[src/rtl/mux_scan_ctrl.sv]
// Scans a channel range on a downstream mux tree and captures one sample per channel.
// Latency: a sel change yields out_valid after MUX_LAT+1 edges; min channel period MUX_LAT+2.
// Backpressure: holds sample, channel and sel while out_valid && !out_ready; stop aborts at once.
//
// Ports:
//   clk, rst_n          clock; synchronous active-high reset (despite the suffix)
//   start, stop         begin a scan (IDLE only) / abort from any state
//   continuous          repeat the range until stop (sampled at start)
//   first_ch, last_ch   scan range, wraps through 2**SEL_W-1 when first_ch > last_ch
//   sel, mux_out        channel select to the mux tree and the data it returns
//   out_data, out_ch    captured sample and its channel, qualified by out_valid
//   out_valid/out_ready sample handshake
//   busy, done          not-IDLE flag / one-cycle end-of-single-pass pulse
module mux_scan_ctrl #(
  parameter int WIDTH   = 8,
  parameter int SEL_W   = 6,
  parameter int MUX_LAT = 0
) (
  input  logic             clk,
  input  logic             rst_n,
  input  logic             start,
  input  logic             stop,
  input  logic             continuous,
  input  logic [SEL_W-1:0] first_ch,
  input  logic [SEL_W-1:0] last_ch,
  output logic [SEL_W-1:0] sel,
  input  logic [WIDTH-1:0] mux_out,
  output logic [WIDTH-1:0] out_data,
  output logic [SEL_W-1:0] out_ch,
  output logic             out_valid,
  input  logic             out_ready,
  output logic             busy,
  output logic             done
);

  typedef enum logic [1:0] {
    IDLE   = 2'd0,
    SETTLE = 2'd1,
    HOLD   = 2'd2
  } state_t;

  // Settle counter is sized for the full 0..7 latency range.
  localparam logic [2:0] LAT = 3'(MUX_LAT);

  state_t           state_q, state_d;
  logic [SEL_W-1:0] sel_q, sel_d;
  logic [2:0]       cnt_q, cnt_d;
  logic [SEL_W-1:0] first_q, first_d;
  logic [SEL_W-1:0] last_q, last_d;
  logic             cont_q, cont_d;
  logic [WIDTH-1:0] data_q, data_d;
  logic [SEL_W-1:0] ch_q, ch_d;
  logic             vld_q, vld_d;
  logic             done_q, done_d;

  always_ff @(posedge clk) begin
    if (rst_n) begin
      state_q <= IDLE;
      sel_q   <= '0;
      cnt_q   <= '0;
      first_q <= '0;
      last_q  <= '0;
      cont_q  <= 1'b0;
      data_q  <= '0;
      ch_q    <= '0;
      vld_q   <= 1'b0;
      done_q  <= 1'b0;
    end else begin
      state_q <= state_d;
      sel_q   <= sel_d;
      cnt_q   <= cnt_d;
      first_q <= first_d;
      last_q  <= last_d;
      cont_q  <= cont_d;
      data_q  <= data_d;
      ch_q    <= ch_d;
      vld_q   <= vld_d;
      done_q  <= done_d;
    end
  end

  always_comb begin
    state_d = state_q;
    sel_d   = sel_q;
    cnt_d   = cnt_q;
    first_d = first_q;
    last_d  = last_q;
    cont_d  = cont_q;
    data_d  = data_q;
    ch_d    = ch_q;
    vld_d   = vld_q;
    done_d  = 1'b0;

    if (stop) begin
      // Abort beats start and a same-cycle handshake; sel is left where it was
      // and any unaccepted sample is dropped.
      state_d = IDLE;
      vld_d   = 1'b0;
    end else begin
      case (state_q)
        IDLE: begin
          if (start) begin
            first_d = first_ch;
            last_d  = last_ch;
            cont_d  = continuous;
            sel_d   = first_ch;
            cnt_d   = LAT;
            state_d = SETTLE;
          end
        end
        SETTLE: begin
          if (cnt_q == 3'd0) begin
            data_d  = mux_out;
            ch_d    = sel_q;
            vld_d   = 1'b1;
            state_d = HOLD;
          end else begin
            cnt_d = cnt_q - 3'd1;
          end
        end
        HOLD: begin
          if (vld_q && out_ready) begin
            vld_d = 1'b0;
            if (sel_q != last_q) begin
              // Natural modulo wrap of sel handles first_ch > last_ch ranges.
              sel_d   = sel_q + 1'b1;
              cnt_d   = LAT;
              state_d = SETTLE;
            end else if (cont_q) begin
              sel_d   = first_q;
              cnt_d   = LAT;
              state_d = SETTLE;
            end else begin
              done_d  = 1'b1;
              state_d = IDLE;
            end
          end
        end
        default: begin
          state_d = IDLE;
        end
      endcase
    end
  end

  assign sel       = sel_q;
  assign out_data  = data_q;
  assign out_ch    = ch_q;
  assign out_valid = vld_q;
  assign busy      = (state_q != IDLE);
  assign done      = done_q;

endmodule

[config.mk]
export PLATFORM = sky130hd
export DESIGN_NAME = mux_scan_ctrl
export DESIGN_NICKNAME = d
export VERILOG_FILES = /design/src/rtl/mux_scan_ctrl.sv
export SDC_FILE = /design/constraint.sdc
export NUM_CORES = 1
export LEC_CHECK = 0
export ABC_AREA = 1
export CAP_MARGIN = 20
export CORE_MARGIN = 2
export CORE_UTILIZATION = 30
export DETAILED_ROUTE_END_ITERATION = 6
export SLEW_MARGIN = 5
export SYNTH_ARGS = -nofsm -noshare
export SYNTH_HDL_FRONTEND = slang
export SYNTH_SLANG_ARGS = --single-unit
export TNS_END_PERCENT = 30
[constraint.sdc]
create_clock -name clk -period 1.8 [get_ports clk]
set_clock_uncertainty 0.15 [all_clocks]
set_input_delay 0.27 -clock clk [delete_from_list [all_inputs] [get_ports clk]]
set_output_delay 0.27 -clock clk [all_outputs]
set_load 0.03 [all_outputs]
==> flow_summary.yaml, run 1 <==
route:
  wirelength_microns: 4710
  drtIter0Drc: 78
  via_per_inst: 4.53
  antenna_left: 0
  dr.pass1.iters: 4
  drc: 0
  wl_per_cell_microns: 11.2
  vias: 1907
sta:
  whs_ns: 0.286
  fin_crit_sh_pct: 96.5
  fmax_mhz: 576
  slew_headroom_pct: 78.1
  min_period_ns: 1.74
  slew_violations: 0
  setup_ws_ns: 0.0631
  tns_ns: 0
  finalHoldViolations: 0
  setup_violations: 0
  worst_pin_slew_ns: 0.328
  rsz0062_at_grt: "false"
cells_and_area:
  diodes: 0
  design_area_sq_um: 2770
  syn_to_final_growth_pct: 42.1
  drive_gt1_share_pct: 16.3
  fin_nets: 372
  final_cells: 421
logic_synthesis:
  synthArstFlopShare_pct: 0
  synth-main-ff-cell: "dfxtp_1"
  ys_ff_latch: 40
  synthCells: 281
  ys_top_cells_by_count: "65 x nand2_1, 51 x nor2_1, 40 x dfxtp_1"
  synth_nets: 310
  yosysWarnings: 0
  yosysSeqAreaShare_pct: 41.1
  synth_most_common_cell: "nand2_1"
  synth_top_area_share_pct: 41.1
  synth_cell_types: 26
  synth-edff-count: 0
  synth_area_leaders: "dfxtp_1 41%, nand2_1 13%, nor2_1 9.8%"
  yosysTopAreaCell: "dfxtp_1"
  avgSynthCellArea_sq_um: 6.93
  syn_area_sq_um: 1950
place:
  gp_congestion: 0.812
  port-buffer-count: 48
  place_ws_ns: -0.0206
  dpl-instance-area_sq_um: 2580
  hpwlAfterDp_microns: 3440
  dpl.cell_count: 408
power_and_ir_drop:
  p_leak_nw: 1.25
  p_comb_share_pct: 25.3
  power_density_nw_per_um2: 776
  seq_power_share_pct: 45.8
  clkPwrFrac_pct: 28.8
  max-vdd-ir-drop_mv: 0.409
  p_sw_uw: 666
  p_int_mw: 1.48
  p_sw_share_pct: 31.0
clock_network:
  cts_made_buffers: 5
  clock-sinks: 40
  tritoncts: "yes"
  clockBufferDepth: 2
  clk_pin_slew_ns: 0.08
  hold_buffers: 0
  worstSkewPairLatency_ns: 0.29
  root_buffer: "clkbuf_8"
  cts_htree_levels: 2
min_path:
  hold_path_class: "flip-flop to flip-flop"
die:
  die_w_microns: 84.6
  die_area_sq_um: 7150
  die_h_microns: 84.6
  ios: 49
  initial_core_util_pct: 30.9
  core.rowCount: 29
  core_area_sq_um: 6310
run:
  cap_violations: 0
critical_path:
  required_ns: 1.38
  path_buf_inv: 1
  cp_slowest_cell: "clkdlybuf4s50_1"
  slowest_delay_ns: 0.69
  path_delay_family: "buffers and inverters"
  critical_path_class: "flip-flop to output port"
  endpoint_kind: "output port"
  worstSetupStartpointType: "flip-flop"
  crit_arrival_ns: 1.32
  crit_chain: "clkdlybuf4s50_1"
  critPathMaxFanout: 2
status:
  outcome: "completed"
grt:
  met1_usage_pct: 16.6
  grt_pass1_vias: 1754
  grt_max_degree: 33
  grt_util_all_layers_pct: 13.6
  grtUsageMet3_pct: 5.11
  grt-ovfl-total: 0
  grt_use_met2_pct: 22.1
  antenna_found_initial: 0
  grt-busiest-layer: "met2"
  grt_pass1_wl_microns: 8000
power by group through the flow:
| stage | Combinational (mW) | Sequential (mW) | Clock [mW] |
|---|---|---|---|
| floorplan | 0.295 | 1.04 | 0 |
| global placement | 0.524 | 1.00 | 0 |
| detailed placement | 0.528 | 1.00 | 0 |
| CTS | 0.522 | 0.984 | 0.643 |
| global route | 0.612 | 0.994 | 0.671 |
| finish | 0.545 | 0.985 | 0.619 |
layout make-up:
class                           instances  area (sq um)
Timing Repair Buffer                   64           624
Multi-Input combinational cell        200          1020
Fill cell                             667          3540
Clock buffer                            6          82.6
Sequential cell                        40           807
Inverter                               32           124
Clock inverter                          2          10.0
Tap cell                               77          96.3
layout by cell type, fill, tap and decap left out, types with 2 or more instances in the layout:
master           instances
inv_1                   19
buf_4                   14
nand2_2                  3
dfxtp_2                  5
nor2_2                   3
dlygate4sd2_1            7
ha_1                     2
nand2_1                 64
clkinv_1                 2
inv_2                   10
xor2_1                   3
o21ai_1                  3
o21ai_0                 25
nor2_1                  47
a21oi_1                 17
nand3b_1                 6
clkbuf_8                 6
dfxtp_1                 35
clkinv_2                 2
nand3_1                 11
nand4_1                  4
nor2_4                   3
clkdlybuf4s50_1         40
registers in the layout (all words and copies together), names as in the netlist:
name       count
out_data       8
first_q        6
last_q         6
out_ch         6
sel            6
cnt_q          3
state_q        2
cont_q         1
done           1
out_valid      1
through the flow:
step,util [%],power [mW]
after floorplan,-,1.34
after global placement,40.8,1.53
after detailed placement,40.8,1.53
after CTS,42.2,2.15
after global routing,43.9,2.28
final,43.9,2.15
repair_timing:
| action | in CTS | in global routing |
|---|---|---|
| gates resized for setup | 8 | 17 |
| cloned | 0 | 1 |
| setup endpoints to repair | 15 | 18 |
| endpoints found under the hold margin | 0 | 0 |
| pin swaps | 0 | 3 |
| buffers inserted | 0 | 4 |
logic make-up (layout without fill, tap and decap cells):
family,count (synthesis),in the layout,synth area share (%)
AO/OA/AOI/OAI,45,45,11.6
XOR/XNOR,5,5,2.63
adder cells (fa/ha/maj),3,3,1.93
buffers and inverters,41,104,8.48
flip-flops,40,40,41.1
AND/OR/NAND/NOR,147,147,34.3
path summary, 6_finish.rpt:
| check | slack [ns] | from | end | depth (start not counted) |
|---|---|---|---|---|
| worst max-delay path | 0.06 | out_ch[3]$_SDFFE_PP0P_ | out_ch[3] | 1 |
| worst max register to register | 0.13 | cnt_q[0]$_SDFFE_PP0P_ | out_data[3]$_SDFFE_PP0P_ | 10 |
| worst min register to register | 0.29 | cont_q$_SDFFE_PP0P_ | done$_SDFF_PP0_ | 1 |
| worst min-delay path | 0.29 | cont_q$_SDFFE_PP0P_ | done$_SDFF_PP0_ | 1 |
per-layer routing:
metal  routed length [microns]  part of all wire, %  vias to the layer above
li1                          -                    -                     1014
met1                      2220                   47                      842
met2                      2070                   44                       46
met3                       352                  7.5                        5
met4                        75                  1.6                        0
met5                         0                    0                        -
No activity file was read; power rests on OpenSTA's default activity.
==> run 2: changes to the inputs <==
--- a/config.mk
+++ b/config.mk
@@ -12,2 +12,3 @@
 export DETAILED_ROUTE_END_ITERATION = 6
+export MAX_ROUTING_LAYER = met4
 export SLEW_MARGIN = 5
==> constraint.sdc (replaced) <==
create_clock -name clk -period 1.8 [get_ports clk]
set_clock_uncertainty 0.15 [all_clocks]
set_input_delay 0.36 -clock clk [delete_from_list [all_inputs] [get_ports clk]]
set_output_delay 0.36 -clock clk [all_outputs]
set_load 0.03 [all_outputs]
==> run 2 against run 1 <==
Sequential share of layout area rose by 0.67 points. Clock-buffer cell count is 1 lower. Non-clock buffer count fell by 3. Critical path type unchanged.
==> flow_summary.yaml, run 2 (synthesis gave the netlist of run 1 again) <==
status:
  outcome: "completed"
grt:
  grt-busiest-layer: "met2"
  grt_util_all_layers_pct: 14.3
  grt-ovfl-total: 0
  grtUsageMet3_pct: 3.64
  met1_usage_pct: 17.2
  grt_pass1_wl_microns: 8090
  grt_use_met2_pct: 23.1
  antenna_found_initial: 0
  grt_pass1_vias: 1822
  grt_max_degree: 32
place:
  dpl.cell_count: 410
  hpwlAfterDp_microns: 3520
  place_ws_ns: -0.135
  port-buffer-count: 48
  gp_congestion: 0.812
  dpl-instance-area_sq_um: 2590
clock_network:
  clk_pin_slew_ns: 0.08
  tritoncts: "yes"
  worstSkewPairLatency_ns: 0.29
  root_buffer: "clkbuf_8"
  clockBufferDepth: 2
  clock-sinks: 40
  hold_buffers: 0
  cts_htree_levels: 2
  cts_made_buffers: 5
  post-cts-setup-buffers: 0
power_and_ir_drop:
  power_density_nw_per_um2: 829
  p_leak_nw: 1.30
  seq_power_share_pct: 43.9
  p_int_mw: 1.57
  max-vdd-ir-drop_mv: 0.345
  p_comb_share_pct: 23.2
  clkPwrFrac_pct: 32.9
  p_sw_uw: 673
  p_sw_share_pct: 30.0
route:
  drtIter0Drc: 72
  dr.pass1.iters: 4
  vias: 1841
  wirelength_microns: 4660
  antenna_left: 0
  drc: 0
  wl_per_cell_microns: 11.1
  via_per_inst: 4.40
cells_and_area:
  multiInputGateArea_sq_um: 1000
  final_cells: 418
  design_area_sq_um: 2710
  nFillCells: 694
  layout_common_cells: "65 x nand2_1, 50 x nor2_1, 35 x dfxtp_1"
  largest_register_ffs: 8
  drive_gt1_share_pct: 13.5
  layout_commonest_cell: "nand2_1"
  syn_to_final_growth_pct: 38.9
  diodes: 0
  fin_nets: 369
  ff_latch_area_sq_um: 807
min_path:
  hold_path_class: "flip-flop to flip-flop"
sta:
  slew_headroom_pct: 78.3
  finalHoldViolations: 0
  whs_ns: 0.285
  min_period_ns: 1.74
  tns_ns: 0
  setup_ws_ns: 0.0608
  fmax_mhz: 575
  fin_crit_sh_pct: 96.6
  setup_violations: 0
  worst_pin_slew_ns: 0.327
  slew_violations: 0
die:
  die_area_sq_um: 7150
  die_h_microns: 84.6
  initial_core_util_pct: 30.9
  core.rowCount: 29
  die_w_microns: 84.6
  ios: 49
  core_area_sq_um: 6310
critical_path:
  critPathMaxFanout: 4
  crit_arrival_ns: 1.23
  critical_path_class: "flip-flop to output port"
  worstSetupStartpointType: "flip-flop"
  endpoint_kind: "output port"
  required_ns: 1.29
run:
  cap_violations: 0
==> run 2: cell types whose count changed in the layout (fill, tap and decap cells not counted), moves of 2 or more <==
cell / before / now
nor2_1: 47 / 50
dlygate4sd2_1: 7 / 22
clkdlybuf4s50_1: 40 / 25
nor2_2: 3 / 0
inv_1: 19 / 21
buf_4: 14 / 11
==> run 2: power by group through the flow <==
| stage | sequential, mW | clock (mW) | combinational [mW] |
|---|---|---|---|
| final | 0.985 | 0.737 | 0.520 |
| after global routing | 0.993 | 0.800 | 0.591 |
| after CTS | 0.983 | 0.768 | 0.519 |
| after detailed placement | 1.00 | 0 | 0.535 |
| after global placement | 1.00 | 0 | 0.530 |
| after floorplan | 1.04 | 0 | 0.295 |
==> run 2: worst max-delay path, cell delays in order, from the launching register on <==
cell and delay, ns:
dfxtp_1 0.40, nor2_1 0.08, inv_1 0.06, dlygate4sd2_1 0.39
==> run 2: cell type report <==
cell class                      count  share of cell area (%)
Timing Repair Buffer               61                    21.0
Clock buffer                        5                    2.54
Sequential cell                    40                    29.8
Inverter                           32                    4.44
Tap cell                           77                    3.56
Clock inverter                      3                    1.57
Multi-Input combinational cell    200                    37.0
==> run 2: final timing paths <==
kind                                end  slack, ns                    start  depth (start not counted)
setup / recovery                   busy       0.06  state_q[1]$_SDFFE_PP0P_                          3
hold / removal          done$_SDFF_PP0_       0.29      cont_q$_SDFFE_PP0P_                          1
setup reg to reg  cnt_q[0]$_SDFFE_PP0P_       0.18      sel[4]$_SDFFE_PP0P_                         11
hold reg to reg         done$_SDFF_PP0_       0.29      cont_q$_SDFFE_PP0P_                          1
==> run 2: per-layer routing <==
metal  up-vias  part of all wire [%]  wire length [microns]
met1       790                    48                   2220
li1       1007                     -                      -
met5         -                     0                      0
met2        39                    45                   2100
met3         5                   5.7                    267
met4         0                   1.5                     72
==> run 2: metrics by stage <==
step | power, mW | utilization (%)
global placement | 1.53 | 41.0
detailed placement | 1.54 | 41.0
finish | 2.24 | 42.9
floorplan | 1.34 | -
global route | 2.38 | 42.9
CTS | 2.27 | 42.4
==> run 2: repair_timing <==
action | 4_1_cts | 5_1_grt
pin swaps | 0 | 0
setup endpoints to repair | 22 | 24
resized for setup | 22 | 11
